## src/rtl/stream_framer_pkg.sv

```systemverilog
// stream_framer_pkg -- shared types and helpers for the stream framer.
//   in_state_t  : input-side FSM states (key field, key strobe, message, run)
//   out_state_t : output-side FSM states (idle, cipher, gap, MAC)
//   ceil_div    : beats needed to carry a byte count over a lane width
//   DEF_*_BYTES : default field lengths
package stream_framer_pkg;

  typedef enum logic [1:0] {S_KEY, S_KSTB, S_MSG, S_RUN} in_state_t;
  typedef enum logic [1:0] {O_IDLE, O_CT, O_GAP, O_MAC} out_state_t;

  localparam int DEF_SALT_BYTES = 16;
  localparam int DEF_PW_BYTES   = 15;
  localparam int DEF_MSG_BYTES  = 16;
  localparam int DEF_CT_BYTES   = 16;
  localparam int DEF_MAC_BYTES  = 32;

  function automatic int ceil_div(input int num, input int den);
    return (num + den - 1) / den;
  endfunction

endpackage

```

## src/rtl/framer_serializer.sv

```systemverilog
// framer_serializer -- loadable shift register that emits a BYTES-wide
// result as ceil(BYTES/BPB) beats, LSB first, lane 0 = lower byte.
// Unused upper lanes of a partial last beat come out as 0 (zero padding).
//   clk, rst_n : clock, synchronous active-low reset (beat counter only)
//   load       : capture din and restart the beat count
//   pop        : current beat consumed, advance to the next one
//   din        : result word
//   beat_nxt   : beat that will be at the head after this clock edge
//   last       : the beat currently at the head is the final one
module framer_serializer
  import stream_framer_pkg::*;
#(
  parameter int BYTES = 16,
  parameter int BPB   = 1
) (
  input  logic                 clk,
  input  logic                 rst_n,
  input  logic                 load,
  input  logic                 pop,
  input  logic [8*BYTES-1:0]   din,
  output logic [8*BPB-1:0]     beat_nxt,
  output logic                 last
);

  localparam int DATA_W = 8 * BPB;
  localparam int BEATS  = ceil_div(BYTES, BPB);
  localparam int SR_W   = DATA_W * BEATS;
  localparam int CNT_W  = (BEATS > 1) ? $clog2(BEATS) : 1;

  logic [SR_W-1:0]  sr_q;
  logic [SR_W-1:0]  sr_d;
  logic [CNT_W-1:0] cnt_q;

  always_comb begin
    sr_d = sr_q;
    if (load)
      sr_d = SR_W'(din);
    else if (pop)
      sr_d = sr_q >> DATA_W;
  end

  always_ff @(posedge clk) begin
    sr_q <= sr_d;
    if (!rst_n)
      cnt_q <= '0;
    else if (load)
      cnt_q <= '0;
    else if (pop)
      cnt_q <= last ? '0 : cnt_q + 1'b1;
  end

  assign beat_nxt = sr_d[DATA_W-1:0];
  assign last     = (cnt_q == CNT_W'(BEATS - 1));

endmodule

```

## src/rtl/stream_framer.sv

```systemverilog
// stream_framer -- byte-lane framer between the serial pins and the crypto
// core. Deserialises salt+password (one continuous key field) and message
// into wide registers, strobes them to the core, and serialises the cipher
// then the HMAC result back out.
// Optional feature: define STREAM_FRAMER_ABORT_EN to make an i_start gap
// inside a field abort it (o_err pulse, counter cleared); otherwise gaps just
// pause the field and o_err is tied 0.
// Ports:
//   clk, rst_n           clock, synchronous active-low reset
//   i_data/i_start/i_mode input beat, beat valid, mode (first salt beat)
//   o_ien                framer accepts beats this cycle
//   o_data/o_valid       output beat and its valid
//   o_err                abort pulse
//   k_salt/k_pw/k_msg    fields to the core, k_mode latched mode bit
//   k_key_vld/k_msg_vld  single-cycle field strobes
//   k_ct/k_ct_vld        cipher result from the core
//   k_mac/k_mac_vld      HMAC result from the core
module stream_framer
  import stream_framer_pkg::*;
#(
  parameter int BPB        = 1,
  parameter int SALT_BYTES = DEF_SALT_BYTES,
  parameter int PW_BYTES   = DEF_PW_BYTES,
  parameter int MSG_BYTES  = DEF_MSG_BYTES,
  parameter int CT_BYTES   = DEF_CT_BYTES,
  parameter int MAC_BYTES  = DEF_MAC_BYTES,
  localparam int DATA_W    = 8 * BPB
) (
  input  logic                    clk,
  input  logic                    rst_n,
  input  logic [DATA_W-1:0]       i_data,
  input  logic                    i_start,
  input  logic                    i_mode,
  output logic                    o_ien,
  output logic [DATA_W-1:0]       o_data,
  output logic                    o_valid,
  output logic                    o_err,
  output logic [8*SALT_BYTES-1:0] k_salt,
  output logic [8*PW_BYTES-1:0]   k_pw,
  output logic [8*MSG_BYTES-1:0]  k_msg,
  output logic                    k_mode,
  output logic                    k_key_vld,
  output logic                    k_msg_vld,
  input  logic [8*CT_BYTES-1:0]   k_ct,
  input  logic                    k_ct_vld,
  input  logic [8*MAC_BYTES-1:0]  k_mac,
  input  logic                    k_mac_vld
);

  localparam int SALT_BEATS = ceil_div(SALT_BYTES, BPB);
  localparam int PW_BEATS   = ceil_div(PW_BYTES, BPB);
  localparam int MSG_BEATS  = ceil_div(MSG_BYTES, BPB);
  localparam int KEY_BEATS  = SALT_BEATS + PW_BEATS;
  localparam int MAX_BEATS  = (KEY_BEATS > MSG_BEATS) ? KEY_BEATS : MSG_BEATS;
  localparam int CNT_W      = $clog2(MAX_BEATS + 1);
  localparam int SALT_W     = 8 * SALT_BYTES;
  localparam int PW_W       = 8 * PW_BYTES;
  localparam int MSG_W      = 8 * MSG_BYTES;
  // Bytes used in a partial last beat (0 = last beat is full)
  localparam int SALT_R     = SALT_BYTES % BPB;
  localparam int PW_R       = PW_BYTES % BPB;
  localparam int MSG_R      = MSG_BYTES % BPB;

  in_state_t        ist;
  out_state_t       ost;
  logic [CNT_W-1:0] beat_cnt;
  logic accept, in_salt, salt_beat, pw_beat, msg_beat;
  logic salt_last, key_last, msg_last, gap_abort;
  logic ct_pend, mac_pend, ct_ld, mac_ld, ct_pop, mac_pop, ct_last, mac_last, mac_done;
  logic [DATA_W-1:0] ct_beat_nxt, mac_beat_nxt;

  assign accept    = i_start && o_ien;
  assign in_salt   = (beat_cnt < CNT_W'(SALT_BEATS));
  assign salt_beat = accept && (ist == S_KEY) && in_salt;
  assign pw_beat   = accept && (ist == S_KEY) && !in_salt;
  assign msg_beat  = accept && (ist == S_MSG);
  assign salt_last = (beat_cnt == CNT_W'(SALT_BEATS - 1));
  assign key_last  = (beat_cnt == CNT_W'(KEY_BEATS - 1));
  assign msg_last  = (beat_cnt == CNT_W'(MSG_BEATS - 1));

`ifdef STREAM_FRAMER_ABORT_EN
  // o_ien is high only in S_KEY/S_MSG, so this fires only inside a field
  assign gap_abort = !i_start && o_ien && (beat_cnt != '0);

  always_ff @(posedge clk) begin
    if (!rst_n) o_err <= 1'b0;
    else        o_err <= gap_abort;
  end
`else
  assign gap_abort = 1'b0;
  assign o_err     = 1'b0;
`endif

  // Input FSM: key field, key strobe, message field, wait for results
  always_ff @(posedge clk) begin
    if (!rst_n) begin
      ist       <= S_KEY;
      beat_cnt  <= '0;
      o_ien     <= 1'b1;
      k_key_vld <= 1'b0;
      k_msg_vld <= 1'b0;
      k_mode    <= 1'b0;
    end else begin
      k_key_vld <= 1'b0;
      k_msg_vld <= 1'b0;
      case (ist)
        S_KEY: begin
          if (accept) begin
            if (beat_cnt == '0) k_mode <= i_mode;
            if (key_last) begin
              beat_cnt  <= '0;
              ist       <= S_KSTB;
              o_ien     <= 1'b0;
              k_key_vld <= 1'b1;
            end else begin
              beat_cnt <= beat_cnt + 1'b1;
            end
          end else if (gap_abort) begin
            beat_cnt <= '0;
          end
        end
        S_KSTB: begin
          ist   <= S_MSG;
          o_ien <= 1'b1;
        end
        S_MSG: begin
          if (accept) begin
            if (msg_last) begin
              beat_cnt  <= '0;
              ist       <= S_RUN;
              o_ien     <= 1'b0;
              k_msg_vld <= 1'b1;
            end else begin
              beat_cnt <= beat_cnt + 1'b1;
            end
          end else if (gap_abort) begin
            beat_cnt <= '0;
          end
        end
        S_RUN: begin
          if (mac_done) begin
            ist   <= S_KEY;
            o_ien <= 1'b1;
          end
        end
      endcase
    end
  end

  // Field shift-in: first byte ends up as the MSB. A partial last beat
  // shifts in only its top lanes, which carry the earlier bytes.
  always_ff @(posedge clk) begin
    if (!rst_n) begin
      k_salt <= '0;
      k_pw   <= '0;
      k_msg  <= '0;
    end else begin
      if (salt_beat)
        k_salt <= (SALT_R != 0 && salt_last)
                  ? ((k_salt << (8 * SALT_R)) | SALT_W'(i_data >> (8 * (BPB - SALT_R))))
                  : ((k_salt << DATA_W) | SALT_W'(i_data));
      if (pw_beat)
        k_pw <= (PW_R != 0 && key_last)
                ? ((k_pw << (8 * PW_R)) | PW_W'(i_data >> (8 * (BPB - PW_R))))
                : ((k_pw << DATA_W) | PW_W'(i_data));
      if (msg_beat)
        k_msg <= (MSG_R != 0 && msg_last)
                 ? ((k_msg << (8 * MSG_R)) | MSG_W'(i_data >> (8 * (BPB - MSG_R))))
                 : ((k_msg << DATA_W) | MSG_W'(i_data));
    end
  end

  // The serializers double as the holding registers; a strobe is only
  // taken when its pending flag is clear.
  assign ct_ld    = k_ct_vld && !ct_pend;
  assign mac_ld   = k_mac_vld && !mac_pend;
  assign ct_pop   = (ost == O_CT);
  assign mac_pop  = (ost == O_MAC) && o_valid;
  assign mac_done = mac_pop && mac_last;

  framer_serializer #(.BYTES(CT_BYTES), .BPB(BPB)) u_ct_ser (
    .clk      (clk),
    .rst_n    (rst_n),
    .load     (ct_ld),
    .pop      (ct_pop),
    .din      (k_ct),
    .beat_nxt (ct_beat_nxt),
    .last     (ct_last)
  );

  framer_serializer #(.BYTES(MAC_BYTES), .BPB(BPB)) u_mac_ser (
    .clk      (clk),
    .rst_n    (rst_n),
    .load     (mac_ld),
    .pop      (mac_pop),
    .din      (k_mac),
    .beat_nxt (mac_beat_nxt),
    .last     (mac_last)
  );

  // Output FSM: o_data is registered from the serializer's next head, so
  // the first beat appears the cycle after the result strobe is sampled.
  always_ff @(posedge clk) begin
    if (!rst_n) begin
      ost      <= O_IDLE;
      o_valid  <= 1'b0;
      o_data   <= '0;
      ct_pend  <= 1'b0;
      mac_pend <= 1'b0;
    end else begin
      if (ct_ld)  ct_pend  <= 1'b1;
      if (mac_ld) mac_pend <= 1'b1;
      case (ost)
        O_IDLE: begin
          if (ct_pend || ct_ld) begin
            ost     <= O_CT;
            o_valid <= 1'b1;
            o_data  <= ct_beat_nxt;
          end
        end
        O_CT: begin
          if (ct_last) begin
            ost     <= O_GAP;
            o_valid <= 1'b0;
            o_data  <= '0;
            ct_pend <= 1'b0;
          end else begin
            o_data <= ct_beat_nxt;
          end
        end
        O_GAP: begin
          ost <= O_MAC;
          if (mac_pend || mac_ld) begin
            o_valid <= 1'b1;
            o_data  <= mac_beat_nxt;
          end
        end
        O_MAC: begin
          if (!o_valid) begin
            if (mac_pend || mac_ld) begin
              o_valid <= 1'b1;
              o_data  <= mac_beat_nxt;
            end
          end else if (mac_last) begin
            ost      <= O_IDLE;
            o_valid  <= 1'b0;
            o_data   <= '0;
            mac_pend <= 1'b0;
          end else begin
            o_data <= mac_beat_nxt;
          end
        end
      endcase
    end
  end

endmodule
```

## config.mk

```make
export PLATFORM = sky130hd
export DESIGN_NAME = stream_framer
export DESIGN_NICKNAME = d
export VERILOG_FILES = /design/src/rtl/stream_framer_pkg.sv /design/src/rtl/framer_serializer.sv /design/src/rtl/stream_framer.sv
export SDC_FILE = /design/constraint.sdc
export NUM_CORES = 2
export LEC_CHECK = 0
export BUFFER_PORTS_ARGS = -buffer_cell sky130_fd_sc_hd__buf_2
export CORE_AREA = 2 2 306 308
export DETAILED_ROUTE_END_ITERATION = 10
export DIE_AREA = 0 0 308 310
export SYNTH_ARGS = -nofsm -noshare
export SYNTH_HDL_FRONTEND = slang
export SYNTH_SLANG_ARGS = --single-unit
```

## constraint.sdc

```tcl
create_clock -name clk -period 22 [get_ports clk]
set_clock_uncertainty 0.2 [all_clocks]
set_input_delay 3.3 -clock clk [delete_from_list [all_inputs] [get_ports clk]]
set_output_delay 3.3 -clock clk [all_outputs]
set_load 0.05 [all_outputs]
```

**Yosys cells after proc, flatten, opt, wreduce, memory -nomap -nowiden**

Index checks and enable logic that the tools add are counted.

- Register bits after elaboration: 793
- Bits in latches: 0
- Bits in writable memories: 0
- ROM bits: 0
- Memories kept: 0

- $add $sub $neg: 3
- Multiply operators: 0
- Divide/modulo/power cells: 0
- Magnitude comparators: 1
- Equality and inequality tests: 20
- Shift-type cells: 0
- Mux-type cells: 50
- Bitwise operators: 4
- Reduce and logical (&&, ||, !) cells: 29

Operators with widths:

| kind | number |
|---|---|
| $mux W256 | 2 |
| $mux W128 | 2 |
| $or A128 B8 Y128 | 2 |
| $or A120 B8 Y120 | 1 |
| $mux W8 | 5 |
| $pmux W8 S4 | 1 |
| $mux W5 | 5 |
| $mux W1 | 20 |
| $mux W2 | 9 |
| $ne A2 B2 Y1 const B | 9 |
| $pmux W2 S4 | 2 |
| $reduce_and A3 Y1 | 5 |
| $add A5 B1 Y5 const B | 2 |
| $eq A5 B5 Y1 const B | 2 |
| $pmux W5 S2 | 1 |
| $logic_and A1 B1 Y1 | 9 |
| $eq A2 B2 Y1 const B | 4 |
| $pmux W1 S4 | 2 |
| $reduce_bool A2 Y1 | 3 |
| $eq A5 B4 Y1 const B | 1 |
| $logic_not A5 Y1 | 1 |
| $lt A5 B5 Y1 const B | 1 |
| $reduce_and A5 Y1 | 1 |
| $add A4 B1 Y4 const B | 1 |
| 10 further kinds | 16 |

**Longest topological paths before layout**

- Depth after elaboration: 7
- Mapped depth: 8
- Depth with buffers taken out: 8

**Hierarchy**

From an unflattened synthesis, not the netlist that was laid out.

- Cells, all modules: 2769
- Area, all modules: 31958.2 um^2

By module, submodules not included:

| module | instances | cells an instance | area an instance (um^2) | sequential area each (um^2) |
|---|---|---|---|---|
| stream_framer | 1 | 1818 | 15904.0 | 8007.7 |
| framer_serializer (u_mac_ser) | 1 | 620 | 10641.5 | 7707.4 |
| framer_serializer (u_ct_ser) | 1 | 331 | 5412.7 | 3843.7 |

**Worst setup path before layout**

No wires, ideal clock.

- Kind: input -> register
- Start: in k_mac_vld
- End: reg u_mac_ser.sr_q[100], enable pin
- Library setup time: 620 ps
- Arrival time: 8863 ps
- Data required time: 21180 ps
- Setup slack: 12317 ps
- Cell stages on the path: 3
- Cell sequence: clkbuf_2 > nand2b_1 > nand2_1

- Longest elaborated chain between the ends: 2

RTL lines:

| what | line | source |
|---|---|---|
| from (decl) | stream_framer.sv:47 | `input logic k_mac_vld` |
| $logic_and A1 B1 Y1 | stream_framer.sv:176 | `assign mac_ld = k_mac_vld && !mac_pend;` |
| $reduce_bool A2 Y1 (no source line) | - |  |
| to (signal assigned) | framer_serializer.sv:43 | `sr_q <= sr_d;` |
| to (decl) | framer_serializer.sv:30 | `logic [SR_W-1:0] sr_q;` |

No other way between the ends.
A chain may end at the register's enable or synchronous reset.

**Worst setup path in the final report**

- Start: in k_mac_vld
- End: reg u_mac_ser.sr_q[152] (data pin)

- Longest elaborated chain between the ends: 2

RTL lines:

| what | line | source |
|---|---|---|
| $logic_and A1 B1 Y1 | stream_framer.sv:176 |  |
| $mux W256 | framer_serializer.sv:36 | `if (load)` |
| net u_mac_ser.sr_d[152] | framer_serializer.sv:31 | `logic [SR_W-1:0] sr_d;` |

The timed path passes the listed nets, and every way through them passes these cells.

==> impl_metrics.json <==
{
  "drtPass1Iterations": 6,
  "floorplan.die_area_um2": 95480,
  "ys_types": 54,
  "timing.hold.worst.class": "flip-flop to flip-flop",
  "timing.critical_path.depth": 6,
  "row_count": 112,
  "clock_path_buffers": 3,
  "edff_count_synth": 368,
  "crit_path_start_kind": "primary input",
  "place.detailed.instances": 4777,
  "hold_ws_ps": 252.3,
  "synthMuxAreaShare_pct": 0.7451,
  "cap_violations": 0,
  "place_congestion": 0.8191,
  "dr_total_vias": 24030,
  "achievable-frequency_mhz": 152.3,
  "routed_wire_length_per_instance_um": 19.03,
  "ys_async_sr_fraction_pct": 0,
  "post_cts.resized_instances": 0,
  "route.final.wire_length_um": 94180,
  "combinational_family_with_the_most_area_after_synthesis": "compound AO/OA/AOI/OAI gates",
  "hold-path-cell-count": 2,
  "synthesis.yosys.warnings": 0,
  "cts-buffers-inserted": 88,
  "criticalPathCategory": "primary input to flip-flop",
  "dieHeight_um": 310,
  "die_w_um": 308,
  "post-dp-hpwl_um": 64070,
  "global_route_wire_length_before_repair_um": 135900,
  "synth-compound-area-share_pct": 16.77,
  "detailedRoute.firstIterationViolations": 2427,
  "post-route-drc-count": 0,
  "insertion_delay_ps": 660,
  "total_leakage_power_nw": 15.09,
  "synth-adder-area-share_pct": 0.6921,
  "synth_top_area_share_pct": 35.96,
  "grt_max_degree": 218,
  "tritoncts_num_sinks": 793,
  "cts.reportedPaths.clkPinSlew_ps": 60,
  "grtUsageTotal_pct": 18.48,
  "placement.io_buffers": 786,
  "worstPathMaxFanout": 103,
  "detailed_place.area_um2": 35310,
  "timing.critical_path.cells": "buf_2 -> and2b_4 -> nor2_4 -> buf_4 -> buf_4 -> a22o_1",
  "post_route_cells_drive_above_1_share_pct": 26.00,
  "rsz_0062_raised_after_global_routing": "no",
  "postSynth.topFlopCell": "sky130_fd_sc_hd__dfxtp_1",
  "fp.coreArea_um2": 92490,
  "instances_no_fill": 4948,
  "postSynthNetCount": 3430,
  "area_growth_syn_to_layout_pct": 24.19,
  "final_min_period_over_clock_period_pct": 29.85,
  "worst-path-buf-inv": 3,
  "worst_path_most_repeated_cell": "sky130_fd_sc_hd__buf_4",
  "cts.hold.buffers_added": 0,
  "post_cts.repair.setup_buffers": 0,
  "max-slew-margin-rel_pct": 21.33,
  "vias_per_cell": 4.856,
  "cp_slowest_stage_delay_ps": 990,
  "setup-tns-final_ps": 0,
  "htree_num_levels": 3,
  "hold_violations": 0,
  "fin_crit_ps": 6566,
  "cpMaxStageDelayCell": "sky130_fd_sc_hd__buf_4",
  "simple_gate_area_share_of_the_yosys_netlist_pct": 13.97,
  "sequential_to_total_area_share_from_yosys_stat_pct": 63.64,
  "cp.required_ps": 22320,
  "report.final.setup_viol": 0,
  "mappedNetlistArea_um2": 30730,
  "gr-total-overflow": 0,
  "cts-root-buf": "sky130_fd_sc_hd__clkbuf_16",
  "cell_taking_the_most_area_after_synthesis": "sky130_fd_sc_hd__edfxtp_1",
  "reg2regPathDepth": 5,
  "crit_family": "buffers and inverters",
  "setup.worst_path.end_class": "flip-flop",
  "synth_area_leaders": "sky130_fd_sc_hd__edfxtp_1 36%, sky130_fd_sc_hd__dfxtp_1 28%, sky130_fd_sc_hd__nand2_1 12%",
  "grt_pass1_vias": 22280,
  "cts_tree": "built",
  "slew_violations": 0,
  "arrival_ps": 6880,
  "final_net_count": 4085,
  "layout.cell_area.non_filler_um2": 38170,
  "synthesis.instances": 3015,
  "initial_core_util_pct": 33.23,
  "power-per-cell-area_nw_per_um2": 94.43,
  "status": "finished clean",
  "vdd.ir_drop.worst_mv": 0.05726,
  "antenna_violations_before_repair": 25,
  "power_mw": 3.604,
  "post_synthesis_share_of_cell_area_spent_on_xor_and_xnor_gates_pct": 0.1140,
  "synthesized_area_divided_by_synthesized_cell_count_um2": 10.19,
  "synth_seq_cells": 793,
  "ioPinCount": 788,
  "worst_slew_pin_slew_ps": 1180,
  "detail-route-antenna-nets": 0
}
placed cells by master, fill, tap and decap left out, types with 3 or more instances in the layout:
cell                        Yosys  layout
sky130_fd_sc_hd__diode_2        0      13
sky130_fd_sc_hd__buf_12         0       3
sky130_fd_sc_hd__dfxtp_1      425     425
sky130_fd_sc_hd__inv_6          0       6
sky130_fd_sc_hd__clkbuf_8       0      14
sky130_fd_sc_hd__nor2_1        22      20
sky130_fd_sc_hd__clkbuf_1      90      19
sky130_fd_sc_hd__clkinv_16      0       3
sky130_fd_sc_hd__buf_4          6      16
sky130_fd_sc_hd__buf_2        133     786
sky130_fd_sc_hd__o211ai_1      11      11
sky130_fd_sc_hd__nor2_4         0       3
sky130_fd_sc_hd__ha_1          17      16
sky130_fd_sc_hd__inv_1         34      34
sky130_fd_sc_hd__or3b_2         8       8
sky130_fd_sc_hd__clkinv_1       0       4
sky130_fd_sc_hd__mux2i_1       12      12
sky130_fd_sc_hd__a21boi_0       8       8
sky130_fd_sc_hd__a21oi_1      386     386
sky130_fd_sc_hd__a22o_1       240     240
sky130_fd_sc_hd__a221oi_1       9       9
sky130_fd_sc_hd__o21ai_0      124     124
sky130_fd_sc_hd__o21a_1         8       8
sky130_fd_sc_hd__clkinv_2       0      17
sky130_fd_sc_hd__edfxtp_1     368     368
sky130_fd_sc_hd__mux2_2         7       7
sky130_fd_sc_hd__xor2_1         4       4
sky130_fd_sc_hd__o31ai_1        8       8
sky130_fd_sc_hd__nand2_1      998     997
sky130_fd_sc_hd__nand4_1        5       5
sky130_fd_sc_hd__nor3_1         3       3
sky130_fd_sc_hd__clkbuf_16      0      88
sky130_fd_sc_hd__nand3_1        6       5
sky130_fd_sc_hd__and2_1        17      17
sky130_fd_sc_hd__and3_1        13      12
sky130_fd_sc_hd__nor3b_1        3       3
sky130_fd_sc_hd__o22ai_1        8       8
cells in the mapped netlist, types with 2 or more instances:
| cell type | count |
|---|---|
| sky130_fd_sc_hd__buf_4 | 6 |
| sky130_fd_sc_hd__ha_1 | 17 |
| sky130_fd_sc_hd__a21oi_1 | 386 |
| sky130_fd_sc_hd__o31ai_1 | 8 |
| sky130_fd_sc_hd__buf_2 | 133 |
| sky130_fd_sc_hd__buf_1 | 6 |
| sky130_fd_sc_hd__nor3_1 | 3 |
| sky130_fd_sc_hd__nand2b_1 | 2 |
| sky130_fd_sc_hd__a221oi_2 | 2 |
| sky130_fd_sc_hd__or2_2 | 2 |
| sky130_fd_sc_hd__and2_1 | 17 |
| sky130_fd_sc_hd__a221oi_1 | 9 |
| sky130_fd_sc_hd__mux2i_1 | 12 |
| sky130_fd_sc_hd__nand2_1 | 998 |
| sky130_fd_sc_hd__nor3b_1 | 3 |
| sky130_fd_sc_hd__mux2_4 | 2 |
| sky130_fd_sc_hd__a22o_1 | 240 |
| sky130_fd_sc_hd__o211a_1 | 2 |
| sky130_fd_sc_hd__clkbuf_2 | 2 |
| sky130_fd_sc_hd__nor2_1 | 22 |
| sky130_fd_sc_hd__nand3_1 | 6 |
| sky130_fd_sc_hd__nor2b_1 | 2 |
| sky130_fd_sc_hd__inv_1 | 34 |
| sky130_fd_sc_hd__o21ai_0 | 124 |
| sky130_fd_sc_hd__xor2_1 | 4 |
| sky130_fd_sc_hd__mux2_2 | 7 |
| sky130_fd_sc_hd__o22ai_1 | 8 |
| sky130_fd_sc_hd__dfxtp_1 | 425 |
| sky130_fd_sc_hd__o211ai_1 | 11 |
| sky130_fd_sc_hd__a21boi_0 | 8 |
| sky130_fd_sc_hd__nand4_1 | 5 |
| sky130_fd_sc_hd__and3_1 | 13 |
| sky130_fd_sc_hd__nor2_2 | 2 |
| sky130_fd_sc_hd__clkbuf_1 | 90 |
| sky130_fd_sc_hd__buf_6 | 3 |
| sky130_fd_sc_hd__or3b_2 | 8 |
| sky130_fd_sc_hd__o21a_1 | 8 |
| sky130_fd_sc_hd__edfxtp_1 | 368 |
| sky130_fd_sc_hd__o21ai_1 | 2 |
per-stage QoR:
| stage | util (%) | setup slack, ps |
|---|---|---|
| 2_1_floorplan | - | 12320 |
| 3_3_place_gp | 38.17 | 14840 |
| 3_5_place_dp | 38.17 | 14830 |
| 4_1_cts | 41.23 | 15540 |
| 5_1_grt | 41.25 | 15270 |
| 6_report | 41.26 | 15430 |
flip-flops by register name (all words and copies together), names as in the netlist, 4 cells and up:
register / flops
k_msg: 128
k_salt: 128
u_mac_ser.cnt_q: 5
u_ct_ser.cnt_q: 4
k_pw: 120
u_mac_ser.sr_q: 256
o_data: 8
u_ct_ser.sr_q: 128
beat_cnt: 5
final timing paths:
path | slack [ps] | to | startpoint
worst max-delay path | 15430 | u_mac_ser.sr_q[152]$_DFFE_PP_ | k_mac_vld
worst min register to register | 250 | k_pw[114]$_SDFFE_PN0P_ | k_pw[114]$_SDFFE_PN0P_
worst min-delay path | 250 | k_pw[114]$_SDFFE_PN0P_ | k_pw[114]$_SDFFE_PN0P_
worst max register to register | 17330 | u_mac_ser.sr_q[152]$_DFFE_PP_ | o_valid$_SDFFE_PN0P_
where the power goes:
part           switching (mW)  internal (mW)  total, mW
logic                   0.271          0.125      0.397
clock network           0.621          0.817       1.44
registers              0.0540           1.72       1.77
total                   0.946           2.66       3.60
layer usage:
| layer | vias to the layer above | share of wire [%] | wire, um | global-route usage [%] |
|---|---|---|---|---|
| met3 | 169 | 7.7 | 7226 | 5.238 |
| met1 | 11250 | 42 | 39260 | 23.58 |
| met2 | 777 | 48 | 45030 | 29.93 |
| met4 | 26 | 2.7 | 2505 | 6.568 |
| li1 | 11800 | - | - | - |
| met5 | - | 0.17 | 161 | 0 |
cells by family after synthesis:
| group | Yosys count |
|---|---|
| simple gates | 1090 |
| buf+inv | 275 |
| xor+xnor | 4 |
| fa+ha+maj | 17 |
| other cells | 1 |
| flops | 793 |
| compound gates | 814 |
| mux | 21 |
cell type report:
type,count,area [um2]
Sequential cell,793,19560
Clock buffer,122,2471
Antenna cell,13,32.53
Clock inverter,36,355.3
Timing Repair Buffer,805,4114
Fill cell,9182,54320
Multi-Input combinational cell,1947,9997
Inverter,35,138.9
Tap cell,1197,1498
worst min-delay path: cells and delay by family (launching register included):
family,cells,cell delay [ps]
DFF,1,300
and+or+nand+nor,1,50
AOI/OAI and AO/OA,1,50
Note: power is estimated with default switching activity, not from simulation.
